==> config.mk <==
export PLATFORM = sky130hd
export DESIGN_NAME = router_sync13
export DESIGN_NICKNAME = d
export VERILOG_FILES = /design/src/rtl/router_sync13.sv
export SDC_FILE = /design/constraint.sdc
export NUM_CORES = 1
export LEC_CHECK = 0
export CORE_ASPECT_RATIO = 0.75
export CORE_UTILIZATION = 40
export DETAILED_ROUTE_END_ITERATION = 10
export GPL_TIMING_DRIVEN = 0
export PLACE_DENSITY = 0.67
export SLEW_MARGIN = 30
export SYNTH_ARGS = -nofsm -noshare
export SYNTH_HDL_FRONTEND = slang
export SYNTH_SLANG_ARGS = --single-unit
==> constraint.sdc <==
create_clock -name clk -period 2 [get_ports clk]
set_input_delay 0.4 -clock clk [delete_from_list [all_inputs] [get_ports clk]]
set_output_delay 0.4 -clock clk [all_outputs]
set_load 0.02 [all_outputs]
==> src/rtl/router_sync13.sv <==
// rtl/router_sync13.sv - 1x3 router synchronizer: address latch, write steering, full mux, valid and timeout flush
//
// Optional feature macro: ROUTER_SYNC_ADDR_ERR_EN (adds registered addr_err output)
//
// Ports:
//   clk                     system clock, all state on rising edge
//   resetn                  synchronous reset, asserted high
//   detect_add, data_in     header strobe and destination address to latch
//   write_enb_reg           write request from the router FSM
//   read_enb_0..2           external read strobes per port
//   empty_0..2, full_0..2   FIFO status flags
//   write_enb               one-hot FIFO write enable
//   fifo_full               full flag of the addressed FIFO
//   vld_out_0..2            port has data
//   soft_reset_0..2         one-cycle flush pulse after TIMEOUT idle cycles
//   addr_err                (optional) last header carried address 3
module router_sync13 #(
    parameter int TIMEOUT = 30,
    parameter int CNT_W   = 5
) (
    input  logic       clk,
    input  logic       resetn,
    input  logic       detect_add,
    input  logic [1:0] data_in,
    input  logic       write_enb_reg,
    input  logic       read_enb_0,
    input  logic       read_enb_1,
    input  logic       read_enb_2,
    input  logic       empty_0,
    input  logic       empty_1,
    input  logic       empty_2,
    input  logic       full_0,
    input  logic       full_1,
    input  logic       full_2,
    output logic [2:0] write_enb,
    output logic       fifo_full,
    output logic       vld_out_0,
    output logic       vld_out_1,
    output logic       vld_out_2,
`ifdef ROUTER_SYNC_ADDR_ERR_EN
    output logic       addr_err,
`endif
    output logic       soft_reset_0,
    output logic       soft_reset_1,
    output logic       soft_reset_2
);

    localparam logic [CNT_W-1:0] CNT_LAST = CNT_W'(TIMEOUT - 1);

    logic [1:0]       addr_reg;
    logic [2:0]       empty_v;
    logic [2:0]       read_v;
    logic [2:0]       full_v;
    logic [2:0]       idle;
    logic [2:0]       soft_reset_q;
    logic [CNT_W-1:0] cnt [3];

    assign empty_v = {empty_2, empty_1, empty_0};
    assign read_v  = {read_enb_2, read_enb_1, read_enb_0};
    assign full_v  = {full_2, full_1, full_0};

    // A port is idle when it holds data that nobody reads this cycle.
    assign idle = ~empty_v & ~read_v;

    always_ff @(posedge clk) begin
        if (resetn) begin
            addr_reg <= 2'b11;
        end else if (detect_add) begin
            addr_reg <= data_in;
        end
    end

`ifdef ROUTER_SYNC_ADDR_ERR_EN
    always_ff @(posedge clk) begin
        if (resetn) begin
            addr_err <= 1'b0;
        end else if (detect_add) begin
            addr_err <= (data_in == 2'b11);
        end
    end
`endif

    // Per-port timeout: the counter restarts on any non-idle edge and also
    // after it fires, so a still-full FIFO gets a fresh window, never a
    // back-to-back pulse.
    always_ff @(posedge clk) begin
        for (int i = 0; i < 3; i++) begin
            if (resetn || !idle[i]) begin
                cnt[i]          <= '0;
                soft_reset_q[i] <= 1'b0;
            end else if (cnt[i] == CNT_LAST) begin
                cnt[i]          <= '0;
                soft_reset_q[i] <= 1'b1;
            end else begin
                cnt[i]          <= cnt[i] + 1'b1;
                soft_reset_q[i] <= 1'b0;
            end
        end
    end

    assign soft_reset_0 = soft_reset_q[0];
    assign soft_reset_1 = soft_reset_q[1];
    assign soft_reset_2 = soft_reset_q[2];

    // Steering follows the registered address, so a header arriving with a
    // write in the same cycle still writes to the previous destination.
    always_comb begin
        write_enb = 3'b000;
        if (write_enb_reg && addr_reg != 2'b11) begin
            write_enb[addr_reg] = 1'b1;
        end
    end

    always_comb begin
        fifo_full = 1'b0;
        if (addr_reg != 2'b11) begin
            fifo_full = full_v[addr_reg];
        end
    end

    assign vld_out_0 = ~empty_0;
    assign vld_out_1 = ~empty_1;
    assign vld_out_2 = ~empty_2;

endmodule
==> impl_metrics.env, run 1 <==
export IMPL_dp_hpwl_mm=1.303
export IMPL_routed_wire_length_per_instance_microns=10.26
export IMPL_placed_cells=157
export IMPL_finalCritPeriodShare_pct=96.49
export IMPL_grt_max_degree=12
export IMPL_global_route_wire_length_before_repair_mm=2.808
export IMPL_route_met3_wl_microns=129
export IMPL_holdWs_ps=638.7
export IMPL_port_buffers=24
export IMPL_synth_yosys_seq_area_share_pct=56.27
export IMPL_final_layout_size_suffix_gt1_share_pct=6.299
export IMPL_htree_levels=1
export IMPL_clock_sinks=20
export IMPL_totalWireLength_mm=1.652
export IMPL_clockPowerShare_pct=25.3
export IMPL_start_util_pct=42.38
export IMPL_maxSlewViolCount=0
export IMPL_path_class="input port to primary output"
export IMPL_finish_net_count=149
export IMPL_irDropWorstVdd_uv=317.5
export IMPL_gp_congestion=0.6988
export IMPL_seq_power_share_pct=62.1
export IMPL_die_w_microns=59.11
export IMPL_cts_root_buffer="sky130_fd_sc_hd__clkbuf_4"
export IMPL_postSynthAreaPerCell_sq_um=11.51
export IMPL_worstPathRequired_ps=1600
export IMPL_synth_ff_latch_count=20
export IMPL_maxUsedRoutingLayer="met4"
export IMPL_floorplan_core_area_sq_mm=0.002308
export IMPL_p_comb_share_pct=12.7
export IMPL_total_vias_in_the_final_route=687
export IMPL_power_leakage_nw=0.5460
export IMPL_crit_end_category="primary output"
export IMPL_clk_pin_slew_ps=110
export IMPL_fmax_ghz=0.5182
export IMPL_timing_critical_path_from_type="input port"
export IMPL_cell_count_after_synthesis=85
export IMPL_die_area_sq_mm=0.002650
export IMPL_antenna_found_initial=0
export IMPL_cts_buffers_inserted=3
export IMPL_power_density_mw_per_mm2=581.9
export IMPL_firstDrtPassIters=4
export IMPL_stdcell_count=161
export IMPL_gr_ovfl_total=0
export IMPL_detail_route_drc_violations=0
export IMPL_worst_r2r_cell_count=5
export IMPL_postCtsSetupRepairBufs=0
export IMPL_grt_setup_unrepaired="false"
export IMPL_num_antenna_cells=0
export IMPL_crit_start="empty_2"
export IMPL_final_hold_vio_count=0
export IMPL_timing_final_crit_period_ps=1930
export IMPL_net_switching_power_w=0.0001846
export IMPL_floorplan_rows=15
export IMPL_largest_reg_flops=15
export IMPL_run_status="complete, no violations"
export IMPL_power_switching_fraction_pct=23.76
export IMPL_drt_iter0_drc=13
export IMPL_cts_tree="yes"
export IMPL_timing_setup_tns_ps=0
export IMPL_synth_lib_cells_used_distinct=21
export IMPL_clockBufferDepth=2
export IMPL_internal_power_w=0.0005923
export IMPL_die_height_microns=44.83
export IMPL_first_global_vias=628
export IMPL_gr_usage_all_layers_pct=14.90
export IMPL_setup_viol=0
export IMPL_timing_rr_start="cnt[2][1]"
export IMPL_ys_warnings_count=0
export IMPL_post_route_util_pct=57.83
export IMPL_reg2reg_setup_slack_ps=730
export IMPL_synth_cell_area_sq_um=978.4
export IMPL_critPathMaxFanout=3
export IMPL_drtAntennaViolNets=0
export IMPL_met1_length_microns=767
export IMPL_clock_skew_ps=8.804
export IMPL_critPathArrivalTime_ps=1530
export IMPL_route_met2_wl_microns=732
export IMPL_ioPinCount=25
export IMPL_route_detailed_vias_per_inst=4.267
export IMPL_endpoint_of_the_worst_register_to_register_path="cnt[2][4]"
export IMPL_hold_path_class="flop to flop"
export IMPL_maxCapViolCount=0
export IMPL_areaGrowthSynthToFinish_pct=36.45
export IMPL_clkLatencyLatePin_ps=310
export IMPL_worstSetupEndpoint="vld_out_2"
## synthesized netlist by cell type
master                      n  area, sq um
sky130_fd_sc_hd__xnor2_1    3        26.28
sky130_fd_sc_hd__nor2_1    15        56.30
sky130_fd_sc_hd__xor2_1     6        52.55
sky130_fd_sc_hd__a211o_1    2        17.52
sky130_fd_sc_hd__nor4_1     1        6.260
sky130_fd_sc_hd__ha_1       6        75.07
sky130_fd_sc_hd__nand2_2    2        12.51
sky130_fd_sc_hd__nor3b_1    1        7.510
sky130_fd_sc_hd__nand4_1    3        18.77
sky130_fd_sc_hd__mux2i_1    1        10.01
sky130_fd_sc_hd__nand3b_1   1        7.510
sky130_fd_sc_hd__conb_1     1        3.750
sky130_fd_sc_hd__nand2_1    1        3.750
sky130_fd_sc_hd__and3b_1    2        17.52
sky130_fd_sc_hd__inv_1      6        22.52
sky130_fd_sc_hd__edfxtp_1  15        450.4
sky130_fd_sc_hd__dfxtp_1    5        100.1
sky130_fd_sc_hd__nand3_1    6        30.03
sky130_fd_sc_hd__nor2b_1    4        25.02
sky130_fd_sc_hd__o21ai_0    1        5.000
sky130_fd_sc_hd__nor3_2     3        30.03
## how the worst min path moves through the flow
stage                      endpoint  depth (start not counted)  slack [ps]      start
global placement          cnt[1][4]                          2         610  cnt[1][4]
global route              cnt[0][0]                          1         650  cnt[0][0]
CTS                       cnt[1][0]                          1         640  cnt[1][0]
floorplan           soft_reset_q[2]                          1         480    empty_2
finish                    cnt[1][0]                          1         640  cnt[1][0]
detailed placement        cnt[1][0]                          1         620  cnt[1][0]
## per-layer routing
layer / track usage [%] / vias to the layer above
li1: - / 364
met1: 16.76 / 300
met2: 25.68 / 18
met3: 6.877 / 5
met4: 4.286 / 0
met5: 0 / -
## what timing repair did
item | 4_1_cts | 5_1_grt
hold buffers | 0 | 0
gates resized for setup | 4 | 0
endpoints found under the setup margin | 4 | 0
## worst max-delay path: stages
cell and delay (ps):
sky130_fd_sc_hd__clkdlybuf4s50_1 450, sky130_fd_sc_hd__inv_1 70, sky130_fd_sc_hd__clkdlybuf4s50_1 600
## power by group through the flow
stage	Combinational (W)	Clock, W	Sequential (W)
floorplan	0.0000491	0	0.000487
global placement	0.0000996	0	0.000491
detailed placement	0.000101	0	0.000492
CTS	0.0000987	0.000207	0.000482
global route	0.000109	0.000228	0.000486
finish	0.0000983	0.000196	0.000482
## final cells by class
type,count,area [sq um]
sequential,20,550.5
clock buffer,3,22.52
inverter,6,22.52
fill,219,973.4
timing repair buffer,24,235.2
multi-input combinational,73,457.9
tap,34,42.54
clock inverter,1,3.754
## cells in the final DEF (no fill, tap or decap), drive strengths merged
cell | netlist | final
a211o | 2 | 2
and3b | 2 | 2
clkbuf | 0 | 3
clkdlybuf4s50 | 0 | 20
clkinv | 0 | 1
conb | 1 | 15
dfxtp | 5 | 5
dlygate4sd2 | 0 | 4
edfxtp | 15 | 15
ha | 6 | 6
inv | 6 | 6
mux2i | 1 | 1
nand2 | 3 | 3
nand3 | 6 | 6
nand3b | 1 | 1
nand4 | 3 | 3
nor2 | 15 | 15
nor2b | 4 | 4
nor3 | 3 | 3
nor3b | 1 | 1
nor4 | 1 | 1
o21ai | 1 | 1
xnor2 | 3 | 3
xor2 | 6 | 6
## per-stage QoR
| stage | power, W | setup slack [ps] | cell area (sq um) |
|---|---|---|---|
| after floorplan | 0.0005363 | 670.7 | 1031 |
| after global placement | 0.0005901 | -81.65 | 1314 |
| after detailed placement | 0.0005929 | -96.68 | 1314 |
| after CTS | 0.0007879 | 70.45 | 1335 |
| after global routing | 0.0008229 | 35.91 | 1335 |
| final | 0.0007768 | 70.27 | 1335 |
## logic make-up (layout without fill, tap and decap cells)
kind of cell | Yosys count | after routing | synth area share, %
simple gates | 39 | 39 | 22.00
other cells | 1 | 15 | 0.3833
buf+inv | 6 | 34 | 2.302
xor+xnor | 9 | 9 | 8.057
mux | 1 | 1 | 1.023
compound gates | 3 | 3 | 2.302
flops | 20 | 20 | 56.27
fa+ha+maj | 6 | 6 | 7.672
(Power assumes the default switching activity.)
==> run 2, diff against run 1 <==
--- a/config.mk
+++ b/config.mk
@@ -7,6 +7,7 @@
 export LEC_CHECK = 0
 export CORE_ASPECT_RATIO = 0.75
 export CORE_UTILIZATION = 40
+export CTS_CLUSTER_DIAMETER = 100
 export DETAILED_ROUTE_END_ITERATION = 10
 export GPL_TIMING_DRIVEN = 0
 export PLACE_DENSITY = 0.67
==> results of run 2 <==
Same layout as run 1: the final DEF is identical, and so are final timing and power.
==> run 3, diff against run 2 <==
--- a/config.mk
+++ b/config.mk
@@ -6,11 +6,12 @@
 export NUM_CORES = 1
 export LEC_CHECK = 0
 export CORE_ASPECT_RATIO = 0.75
-export CORE_UTILIZATION = 40
+export CORE_UTILIZATION = 51
 export CTS_CLUSTER_DIAMETER = 100
+export CTS_CLUSTER_SIZE = 25
 export DETAILED_ROUTE_END_ITERATION = 10
 export GPL_TIMING_DRIVEN = 0
-export PLACE_DENSITY = 0.67
+export PLACE_DENSITY = 0.83
 export SLEW_MARGIN = 30
 export SYNTH_ARGS = -nofsm -noshare
 export SYNTH_HDL_FRONTEND = slang
==> run 3 against run 2 <==
Clock-buffer cell count unchanged. Total power decreased by 1.6%. Clock skew increased by 1.9 ps. Routed wire length decreased by 3.2%. Maximum frequency increased by 0.11%. Sequential share of layout area increased by 0.47 points. First-iteration DRC count decreased by 92%. Critical endpoint unchanged.
==> impl_metrics.env, run 3 (synthesis results as in run 1) <==
export IMPL_dp_worst_setup_slack_ps=-133.4
export IMPL_final_hold_vio_count=0
export IMPL_postCtsSetupRepairBufs=0
export IMPL_routed_wire_length_per_instance_microns=10.73
export IMPL_maxSlewViolCount=0
export IMPL_die_w_microns=52.58
export IMPL_run_status="complete, no violations"
export IMPL_timing_hold_worst_path_depth=2
export IMPL_timing_rr_start="cnt[2][0]"
export IMPL_crit_start="empty_2"
export IMPL_num_antenna_cells=0
export IMPL_finalCritPeriodShare_pct=96.38
export IMPL_port_buffers=24
export IMPL_use_met2_pct=32.28
export IMPL_irDropWorstVdd_uv=546.1
export IMPL_clockBufferDepth=2
export IMPL_drtAntennaViolNets=0
export IMPL_layout_common_cells="sky130_fd_sc_hd__clkdlybuf4s50_1, sky130_fd_sc_hd__nor2_1, sky130_fd_sc_hd__edfxtp_1, sky130_fd_sc_hd__conb_1"
export IMPL_power_leakage_nw=0.5460
export IMPL_n_fill_cell=137
export IMPL_critPathArrivalTime_ps=1530
export IMPL_timing_setup_tns_ps=0
export IMPL_timing_final_crit_period_ps=1928
export IMPL_totalWireLength_mm=1.599
export IMPL_crit_end_category="primary output"
export IMPL_min_from="cnt[2][4]"
export IMPL_grt_busiest_layer="met2"
export IMPL_largest_reg_flops=15
export IMPL_first_global_vias=600
export IMPL_layout_commonest_cell="sky130_fd_sc_hd__clkdlybuf4s50_1"
export IMPL_worst_r2r_cell_count=4
export IMPL_fmax_ghz=0.5188
export IMPL_maxCapViolCount=0
export IMPL_grt_util_met3_pct=6.818
export IMPL_die_area_sq_mm=0.002099
export IMPL_total_vias_in_the_final_route=695
export IMPL_route_detailed_vias_per_inst=4.664
export IMPL_cts_root_buffer="sky130_fd_sc_hd__clkbuf_4"
export IMPL_grt_use_met1_pct=16.14
export IMPL_final_layout_size_suffix_gt1_share_pct=6.299
export IMPL_endpoint_of_the_worst_register_to_register_path="cnt[2][4]"
export IMPL_placed_cells=145
export IMPL_timing_critical_path_from_type="input port"
export IMPL_dp_hpwl_mm=1.383
export IMPL_setup_viol=0
export IMPL_floorplan_rows=13
export IMPL_timing_hold_worst_endpoint="soft_reset_q[2]"
export IMPL_path_class="input port to primary output"
export IMPL_power_density_mw_per_mm2=578.9
export IMPL_areaGrowthSynthToFinish_pct=34.91
export IMPL_post_cts_resized=4
export IMPL_grt_setup_unrepaired="false"
export IMPL_cts_buffers_inserted=3
export IMPL_detail_route_drc_violations=0
export IMPL_global_route_wire_length_before_repair_mm=2.304
export IMPL_worstPathRequired_ps=1600
export IMPL_gr_ovfl_total=0
export IMPL_antenna_found_initial=0
export IMPL_start_util_pct=55.19
export IMPL_reg2reg_setup_slack_ps=740
export IMPL_clk_pin_slew_ps=100
export IMPL_holdWs_ps=618.2
export IMPL_finalWorstSetupSlack_ps=72.33
export IMPL_clock_skew_ps=10.66
export IMPL_grt_max_degree=12
export IMPL_seqCellArea_sq_um=550.5
export IMPL_ioPinCount=25
export IMPL_postCtsHoldBufs=0
export IMPL_floorplan_core_area_sq_mm=0.001773
export IMPL_cts_tree="yes"
export IMPL_htree_levels=1
export IMPL_stdcell_count=149
export IMPL_gp_congestion=0.6703
export IMPL_gr_usage_all_layers_pct=16.31
export IMPL_die_height_microns=39.93
export IMPL_multi_input_comb_area_sq_um=457.9
export IMPL_clkLatencyLatePin_ps=300
export IMPL_hold_path_class="flop to flop"
export IMPL_firstDrtPassIters=2
export IMPL_clock_sinks=20
export IMPL_drt_iter0_drc=1
export IMPL_critPathMaxFanout=3
export IMPL_finish_net_count=149
## run 3: per-layer routing
| metal | part of all wire [%] | routed length (microns) | vias to the layer above |
|---|---|---|---|
| li1 | - | - | 365 |
| met5 | 0 | 0 | - |
| met2 | 55 | 873 | 5 |
| met4 | 0.75 | 12 | 0 |
| met1 | 42 | 665 | 322 |
| met3 | 2.9 | 46 | 3 |
## run 3: final cells by class
class                      instances  share of cell area (%)
sequential                        20                   41.71
multi-input combinational         73                   34.69
timing repair buffer              24                   17.82
tap                               22                   2.085
clock buffer                       3                   1.706
inverter                           6                   1.706
clock inverter                     1                  0.2844
## run 3: critical path, cell delays in order
cell and delay (ps):
sky130_fd_sc_hd__clkdlybuf4s50_1 450, sky130_fd_sc_hd__inv_1 80, sky130_fd_sc_hd__clkdlybuf4s50_1 600
## run 3: power breakdown
part / leakage (nW) / internal [W] / switching, W / total (W)
Sequential: 0.195 / 0.000465 / 0.0000172 / 0.000482
Clock: 0.0154 / 0.0000726 / 0.000110 / 0.000183
Combinational: 0.335 / 0.0000549 / 0.0000448 / 0.0000998
Total: 0.546 / 0.000592 / 0.000172 / 0.000764
## run 3: worst max-delay path by stage
stage	to	slack, ps	cells past startpoint
2_1_floorplan	fifo_full	670	2
3_3_place_gp	write_enb[0]	-100	3
3_5_place_dp	write_enb[0]	-130	3
4_1_cts	vld_out_2	70	3
5_1_grt	vld_out_2	50	3
6_report	vld_out_2	70	3
## run 3: metrics by stage
| stage | utilization [%] | total power [W] | instance area, sq um |
|---|---|---|---|
| after global placement | 73.25 | 0.0005895 | 1299 |
| after CTS | 74.45 | 0.0007753 | 1320 |
| after detailed placement | 73.25 | 0.0005940 | 1299 |
| after floorplan | - | 0.0005363 | 1031 |
| final | 74.45 | 0.0007642 | 1320 |
| after global routing | 74.45 | 0.0007992 | 1320 |
